### src/rtl/mem_arb_pkg.sv
// Shared definitions for the two-requester memory arbiter.
package mem_arb_pkg;

  typedef enum logic [1:0] {
    IDLE   = 2'd0,
    ACCESS = 2'd1,
    RESP   = 2'd2
  } arb_state_t;

  localparam logic REQ_CPU = 1'b0;
  localparam logic REQ_AUX = 1'b1;

  localparam int DEF_AW = 8;
  localparam int DEF_DW = 8;

endpackage

### src/rtl/mem_arb_pick.sv
// Winner selection: a held lock restricts the choice to its owner,
// otherwise the round-robin pointer decides between competing requests.
module mem_arb_pick
  import mem_arb_pkg::*;
(
  input  logic [1:0] req,
  input  logic       rr_ptr,
  input  logic       lock_active,
  input  logic       owner,
  output logic       grant_valid,
  output logic       grant_id
);

  // Pick the lock owner, else the requester at rr_ptr, else the other one
  always_comb begin
    grant_valid = 1'b0;
    grant_id    = REQ_CPU;
    if (lock_active) begin
      grant_valid = req[owner];
      grant_id    = owner;
    end else if (req[rr_ptr]) begin
      grant_valid = 1'b1;
      grant_id    = rr_ptr;
    end else if (req[~rr_ptr]) begin
      grant_valid = 1'b1;
      grant_id    = ~rr_ptr;
    end
  end

endmodule

### src/rtl/mem_arbiter.sv
// Shares one memory port between a processor and an auxiliary requester
// with req/ack handshakes, round-robin fairness, optional locking for
// read-modify-write sequences and a watchdog on long-held locks.
module mem_arbiter
  import mem_arb_pkg::*;
#(
  parameter int AW       = DEF_AW,
  parameter int DW       = DEF_DW,
  parameter int LAT      = 1,
  parameter int LOCK_MAX = 8
) (
  input  logic          clk,
  input  logic          reset,
  input  logic          m0_req,
  input  logic          m0_we,
  input  logic [AW-1:0] m0_addr,
  input  logic [DW-1:0] m0_wdata,
  input  logic          m0_lock,
  output logic          m0_ack,
  output logic [DW-1:0] m0_rdata,
  input  logic          m1_req,
  input  logic          m1_we,
  input  logic [AW-1:0] m1_addr,
  input  logic [DW-1:0] m1_wdata,
  input  logic          m1_lock,
  output logic          m1_ack,
  output logic [DW-1:0] m1_rdata,
  output logic [AW-1:0] mem_addr,
  output logic [DW-1:0] mem_wdata,
  output logic          mem_write,
  input  logic [DW-1:0] mem_rdata,
  output logic          owner,
  output logic          busy,
  output logic          lock_err
);

  localparam int              CW         = $clog2(LOCK_MAX + 1);
  localparam logic [1:0]      WAIT_INIT  = 2'(LAT - 1);
  localparam logic [CW-1:0]   LOCK_LIMIT = CW'(LOCK_MAX);

  arb_state_t    state;
  arb_state_t    state_next;
  logic          rr_ptr;
  logic          lock_active;
  logic [CW-1:0] lock_cnt;
  logic [CW-1:0] lock_cnt_inc;
  logic [1:0]    wait_cnt;
  logic          we_q;
  logic          grant_valid;
  logic          grant_id;
  logic          sel_we;
  logic [AW-1:0] sel_addr;
  logic [DW-1:0] sel_wdata;
  logic          owner_req;
  logic          owner_lock;

  mem_arb_pick u_pick (
    .req         ({m1_req, m0_req}),
    .rr_ptr      (rr_ptr),
    .lock_active (lock_active),
    .owner       (owner),
    .grant_valid (grant_valid),
    .grant_id    (grant_id)
  );

  assign sel_we       = (grant_id == REQ_AUX) ? m1_we    : m0_we;
  assign sel_addr     = (grant_id == REQ_AUX) ? m1_addr  : m0_addr;
  assign sel_wdata    = (grant_id == REQ_AUX) ? m1_wdata : m0_wdata;
  assign owner_req    = (owner == REQ_AUX) ? m1_req  : m0_req;
  assign owner_lock   = (owner == REQ_AUX) ? m1_lock : m0_lock;
  assign lock_cnt_inc = lock_cnt + CW'(1);

  // State register; reset abandons any in-flight access
  always_ff @(posedge clk or posedge reset) begin
    if (reset) begin
      state <= IDLE;
    end else begin
      state <= state_next;
    end
  end

  // Next state plus the state-decoded busy flag and ack pulses
  always_comb begin
    state_next = state;
    busy       = 1'b0;
    m0_ack     = 1'b0;
    m1_ack     = 1'b0;
    case (state)
      IDLE: begin
        if (grant_valid) begin
          state_next = ACCESS;
        end
      end
      ACCESS: begin
        busy = 1'b1;
        if (we_q || (wait_cnt == 2'd0)) begin
          state_next = RESP;
        end
      end
      RESP: begin
        busy       = 1'b1;
        m0_ack     = (owner == REQ_CPU);
        m1_ack     = (owner == REQ_AUX);
        state_next = IDLE;
      end
      default: state_next = IDLE;
    endcase
  end

  // Grant latching, memory port drive, read capture, fairness and lock bookkeeping
  always_ff @(posedge clk or posedge reset) begin
    if (reset) begin
      rr_ptr      <= REQ_CPU;
      lock_active <= 1'b0;
      lock_cnt    <= '0;
      lock_err    <= 1'b0;
      wait_cnt    <= 2'd0;
      we_q        <= 1'b0;
      owner       <= REQ_CPU;
      mem_addr    <= '0;
      mem_wdata   <= '0;
      mem_write   <= 1'b0;
      m0_rdata    <= '0;
      m1_rdata    <= '0;
    end else begin
      mem_write <= 1'b0;
      case (state)
        IDLE: begin
          if (grant_valid) begin
            we_q      <= sel_we;
            mem_addr  <= sel_addr;
            mem_wdata <= sel_wdata;
            mem_write <= sel_we;
            owner     <= grant_id;
            wait_cnt  <= WAIT_INIT;
            if (!lock_active) begin
              rr_ptr <= ~grant_id;
            end
          end else if (lock_active && !owner_req && !owner_lock) begin
            lock_active <= 1'b0;
          end
        end
        ACCESS: begin
          if (!we_q) begin
            if (wait_cnt == 2'd0) begin
              if (owner == REQ_AUX) begin
                m1_rdata <= mem_rdata;
              end else begin
                m0_rdata <= mem_rdata;
              end
            end else begin
              wait_cnt <= wait_cnt - 2'd1;
            end
          end
        end
        RESP: begin
          if (owner_lock) begin
            if (lock_cnt_inc == LOCK_LIMIT) begin
              lock_active <= 1'b0;
              lock_cnt    <= '0;
              lock_err    <= 1'b1;
              rr_ptr      <= ~owner;
            end else begin
              lock_active <= 1'b1;
              lock_cnt    <= lock_cnt_inc;
            end
          end else begin
            lock_active <= 1'b0;
            lock_cnt    <= '0;
          end
        end
        default: ;
      endcase
    end
  end

endmodule

### config.mk
export PLATFORM = sky130hd
export DESIGN_NAME = mem_arbiter
export DESIGN_NICKNAME = d
export VERILOG_FILES = /design/src/rtl/mem_arb_pkg.sv /design/src/rtl/mem_arb_pick.sv /design/src/rtl/mem_arbiter.sv
export SDC_FILE = /design/constraint.sdc
export NUM_CORES = 1
export LEC_CHECK = 0
export BUFFER_PORTS_ARGS = -buffer_cell sky130_fd_sc_hd__buf_2
export CAP_MARGIN = 10
export CORE_MARGIN = 2
export CORE_UTILIZATION = 44
export DETAILED_ROUTE_END_ITERATION = 6
export GPL_ROUTABILITY_DRIVEN = 0
export GPL_TIMING_DRIVEN = 0
export PLACE_DENSITY = 0.75
export SLEW_MARGIN = 0
export SYNTH_ARGS = -nofsm -noshare
export SYNTH_HDL_FRONTEND = slang
export SYNTH_SLANG_ARGS = --single-unit
### constraint.sdc
create_clock -name clk -period 1.7 [get_ports clk]
set_input_delay 0.085 -clock clk [delete_from_list [all_inputs] [get_ports clk]]
set_output_delay 0.085 -clock clk [all_outputs]
set_load 0.005 [all_outputs]
After elaboration in Yosys (flattened, before gate mapping)

Index checks and enable logic that the tools add are counted.

Word-level logic and storage cells: 92
Input bits: 48
Register bits after elaboration: 46

Add/sub/neg operators: 2
Reductions and logical operators: 18
Equal/unequal tests: 12
$lt $le $gt $ge: 3
Multiplexer cells: 40
Bitwise logic cells: 4

Operator list:

| kind                                                                         | number |
|---|---|
| 1-bit 2-to-1 mux                                                             | 27 |
| 2-bit != test, second input constant                                         | 9 |
| 8-bit 2-to-1 mux                                                             | 2 |
| 4-bit AND reduction                                                          | 3 |
| 2-bit 2-to-1 mux                                                             | 5 |
| 4-bit 2-to-1 mux                                                             | 2 |
| 2-bit case mux with 2 select lines                                           | 2 |
| 1-bit by 2-bit less-than comparator with 1-bit output, second input constant | 3 |
| 3-bit AND reduction                                                          | 2 |
| 5-bit AND reduction                                                          | 1 |
| 4-bit by 1-bit adder with 4-bit output, second input constant                | 1 |
| 4-bit == test, second input constant                                         | 1 |
| 2-bit logical NOT                                                            | 2 |
| 1-bit NOT                                                                    | 4 |
| 1-bit case mux with 2 select lines                                           | 2 |
| 2-bit AND reduction                                                          | 2 |
| 2-bit nonzero test                                                           | 2 |
| 2-bit by 1-bit == test with 1-bit output, second input constant              | 1 |
| 2-bit == test, second input constant                                         | 1 |
| 1-bit logical AND                                                            | 2 |
| 1-bit logical NOT                                                            | 2 |
| 2-bit OR reduction                                                           | 1 |
| 2-bit by 1-bit subtractor with 2-bit output, second input constant           | 1 |
| 1-bit logical OR                                                             | 1 |

Longest topological paths before layout

Word-level depth: 10
Depth in mapped cells: 7
Depth with buffers taken out: 6

By module

A second synthesis with hierarchy kept.

Cells, all modules: 193
Area total of the unflattened synthesis: 2209.6 µm²

By module, submodules not included:

| module       | instances | area an instance (µm²) | cells each |
|---|---|---|---|
| mem_arbiter  | 1         | 2165.8                 | 186 |
| mem_arb_pick | 1         | 43.8                   | 7 |

Worst setup path before layout

OpenSTA, ideal clock, no wires.

Kind: reg-to-reg
From: register state[1]
To: register wait_cnt[1]
Setup time: 124 ps
Period minus slack after synthesis: 1793 ps
Cell stages (with the launch flop): 7
Arrival time: 1669 ps
Path buffers: 1
Required time: 1576 ps
Path slack: -93 ps
Path through: dfrtp_1 -> inv_1 -> ha_1 -> or3b_1 -> clkbuf_1 -> mux2_2 -> a211o_1

Word-level cells in the longest chain between the ends: 3
Elaborated cells on any way between the ends: 8
Those cells by class: eq/ne (4); mux (1); reduce/logical (3)

Ends and longest elaborated chain:

| item                                                                                 | RTL line           | RTL |
|---|---|---|
| start, declared                                                                      | mem_arbiter.sv:41  | `arb_state_t state;` |
| start signal, assigned                                                               | mem_arbiter.sv:78  | `state <= state_next;` |
| 2-bit by 1-bit == test with 1-bit output / 2-bit logical NOT (equally long branches) | mem_arbiter.sv:127 | `case (state)` |
| 2-bit != test (no source line) / 2-bit nonzero test (equally long branches)          | -                  |  |
| 4-bit AND reduction (no source line)                                                 | -                  |  |
| end signal, assigned                                                                 | mem_arbiter.sv:152 | `wait_cnt <= wait_cnt - 2'd1;` |
| end, declared                                                                        | mem_arbiter.sv:47  | `logic [1:0] wait_cnt;` |

Parallel ways exist; a longest one is shown, timed or not.
A chain may end at the register's enable or synchronous reset.

Worst setup path in the final report

From: register state[0]
To: register wait_cnt[0]

The elaborated chain is that of the path after synthesis.

==> impl_metrics.json <==
{
  "synth_cell_type_count": 40,
  "final_nets": 356,
  "boundaryPins": 86,
  "maxCapViolCount": 0,
  "synth_top_area_share_pct": 51.1,
  "antenna_found_initial": 0,
  "yosys_warnings": 0,
  "fin_ws_ns": -0.0105,
  "min_from": "mem_rdata[7]",
  "htreeDepth": 2,
  "cp_max_fo": 4,
  "syn-cell-area_um2": 2250,
  "fmax_mhz": 585,
  "synth-edff-count": 0,
  "area_delta_synth_final_pct": 37.2,
  "place_ws_ns": -0.222,
  "worstMarginPinSlew_ns": 0.401,
  "wl_um": 4890,
  "antenna_left": 0,
  "fin_util_pct": 61.7,
  "n_antenna_cell": 0,
  "setup_tns_ns": -0.0105,
  "dieArea_um2": 5700,
  "powerDensity_nw_per_um2": 1730,
  "dr_total_vias": 1827,
  "synth_ff_type": "dfrtp_1",
  "cts_sinks": 46,
  "vdd_ir_drop_max_mv": 0.830,
  "grt-ovfl-total": 0,
  "layout_min_cycle_time_ns": 1.71,
  "finalClockSkew_ns": 0.00924,
  "yosys.cell_count.top_type": "dfrtp_1",
  "cp_top_family": "flip-flops",
  "syn_inst": 195,
  "synth_area_leaders": "dfrtp_1 (51%), mux2_2 (10%), mux2i_1 (8.9%)",
  "leakage_nw": 1.51,
  "violations": "negative setup slack",
  "die_w_um": 75.5,
  "holdWs_ns": 0.0324,
  "drtPass1Iterations": 4,
  "setup_viol": 1,
  "row_count": 26,
  "grt_pass1_wl_um": 7490,
  "path_cells": "inv_2 -> ha_4 -> clkinvlp_4 -> buf_4 -> mux2_4 -> a211o_1",
  "slowest_stage": "dfrtp_1",
  "synth_largest_area_cell": "dfrtp_1",
  "grt_pass1_vias": 1723,
  "post-route-period-util_pct": 101,
  "insertion_delay_ns": 0.29,
  "crit_path_start": "state[0]",
  "post_dp_cell_area_um2": 2800,
  "drc": 0,
  "critPathRequiredTime_ns": 1.88,
  "numCtsBuffers": 5,
  "slowest_delay_ns": 0.44,
  "critPathKind": "flop to flop",
  "maxSlewViolCount": 0,
  "grt_max_degree": 31,
  "io_buffers": 85,
  "cp-start-kind": "flop",
  "r2r_start": "state[0]",
  "avgSynthCellArea_um2": 11.5,
  "clk_pin_slew_ns": 0.09,
  "cts_tree": "built",
  "via_per_inst": 4.90,
  "gr-usage-all-layers_pct": 17.4,
  "synthArstFlopShare_pct": 100,
  "worstPathArrival_ns": 1.89,
  "place_hpwl_um": 3410,
  "core-area_um2": 5010,
  "syn_nets": 249,
  "wl_per_cell_um": 13.1,
  "synth_seq_cells": 46,
  "rsz0062_at_grt": "yes",
  "hold_viol": 0,
  "min_path_type": "input pin to flop",
  "die_h_um": 75.5,
  "initial_core_util_pct": 44.9,
  "status": "finished, violations left",
  "max_slew_margin_pct": 72.5,
  "layout-drive-gt1-share_pct": 49.8,
  "synthTopCellsByCount": "dfrtp_1 (46), mux2_2 (20), mux2i_1 (20)",
  "cp_num_buf_inv": 3,
  "cts-root-to-sink-buffers": 2,
  "final_cell_area_um2": 3090,
  "drt_iter0_markers": 96,
  "end_kind": "flop",
  "clock-root-buffer": "clkbuf_8",
  "ys_seq_area_share_pct": 51.1
}
cells in the final DEF (no fill, tap or decap), types with 2 or more instances in the layout:
master,n
a211o_1,3
a211oi_1,2
a21oi_1,18
and2_1,3
and3_1,2
buf_2,85
buf_4,14
buf_6,6
clkbuf_4,2
clkbuf_8,5
dfrtp_1,46
ha_1,2
ha_4,3
inv_1,8
inv_2,3
mux2_2,19
mux2i_1,19
mux2i_2,2
nand2_1,5
nand2b_1,2
nor2_1,18
o21ai_0,2
o21bai_1,2
o22ai_1,3
area by class of cell:
type	instances	area (um^2)
fillers	441	1920
flip-flops and latches	46	1150
multi-input cells	128	1050
repair buffers	101	568
well taps	70	87.6
plain buffers	8	75.1
clock buffers	5	68.8
inverters	12	48.8
clock inverters	3	43.8
through the flow:
step                power [mW]  instances
floorplan                 3.38        195
global placement          4.12        350
detailed placement        4.19        351
CTS                       5.21        368
global route              5.75        373
finish                    5.33        373
report_power, final:
part           switching, mW  internal, mW  total (mW)  leakage, nW
registers              0.312          1.61        1.92        0.543
logic                   1.18          1.41        2.60        0.904
clock network          0.370         0.441       0.811       0.0585
path summary, 6_finish.rpt:
| kind | slack (ns) | cells after the start | to |
|---|---|---|---|
| max | -0.01 | 6 | wait_cnt[0] |
| min reg2reg | 0.48 | 1 | lock_err |
| min | 0.03 | 2 | m0_rdata[7] |
| max in group asynchronous | 0.91 | 4 | lock_cnt[3] |
| max reg2reg | -0.01 | 6 | wait_cnt[0] |
| min in group asynchronous | 0.31 | 3 | m0_rdata[0] |
registers in the layout, indices dropped and copies added, names as in the netlist:
register / cells
rr_ptr: 1
mem_write: 1
m1_rdata: 8
lock_active: 1
lock_err: 1
mem_wdata: 8
state: 2
m0_rdata: 8
lock_cnt: 4
owner: 1
mem_addr: 8
we_q: 1
wait_cnt: 2
cells by family after synthesis:
family                     synth area share (%)
DFF                                        51.1
AOI/OAI and AO/OA                          12.6
muxes                                      19.5
and+or+nand+nor                            8.67
buffers and inverters                      4.78
adders and majority gates                  3.34
timing repair:
action | in CTS | in global routing
endpoints found under the hold margin | 16 | 0
setup buffers | 9 | 5
setup endpoints to repair | 31 | 38
gates resized for setup | 10 | 10
hold buffers | 1 | 0
pin swaps | 3 | 3
per-layer routing:
| metal | track usage (%) | up-vias | wire length (um) |
|---|---|---|---|
| li1 | - | 907 | - |
| met1 | 23.2 | 856 | 2210 |
| met2 | 27.4 | 60 | 2350 |
| met3 | 4.50 | 4 | 286 |
| met4 | 6.82 | 0 | 43 |
| met5 | 0 | - | 0 |
No activity file was read; power rests on OpenSTA's default activity.
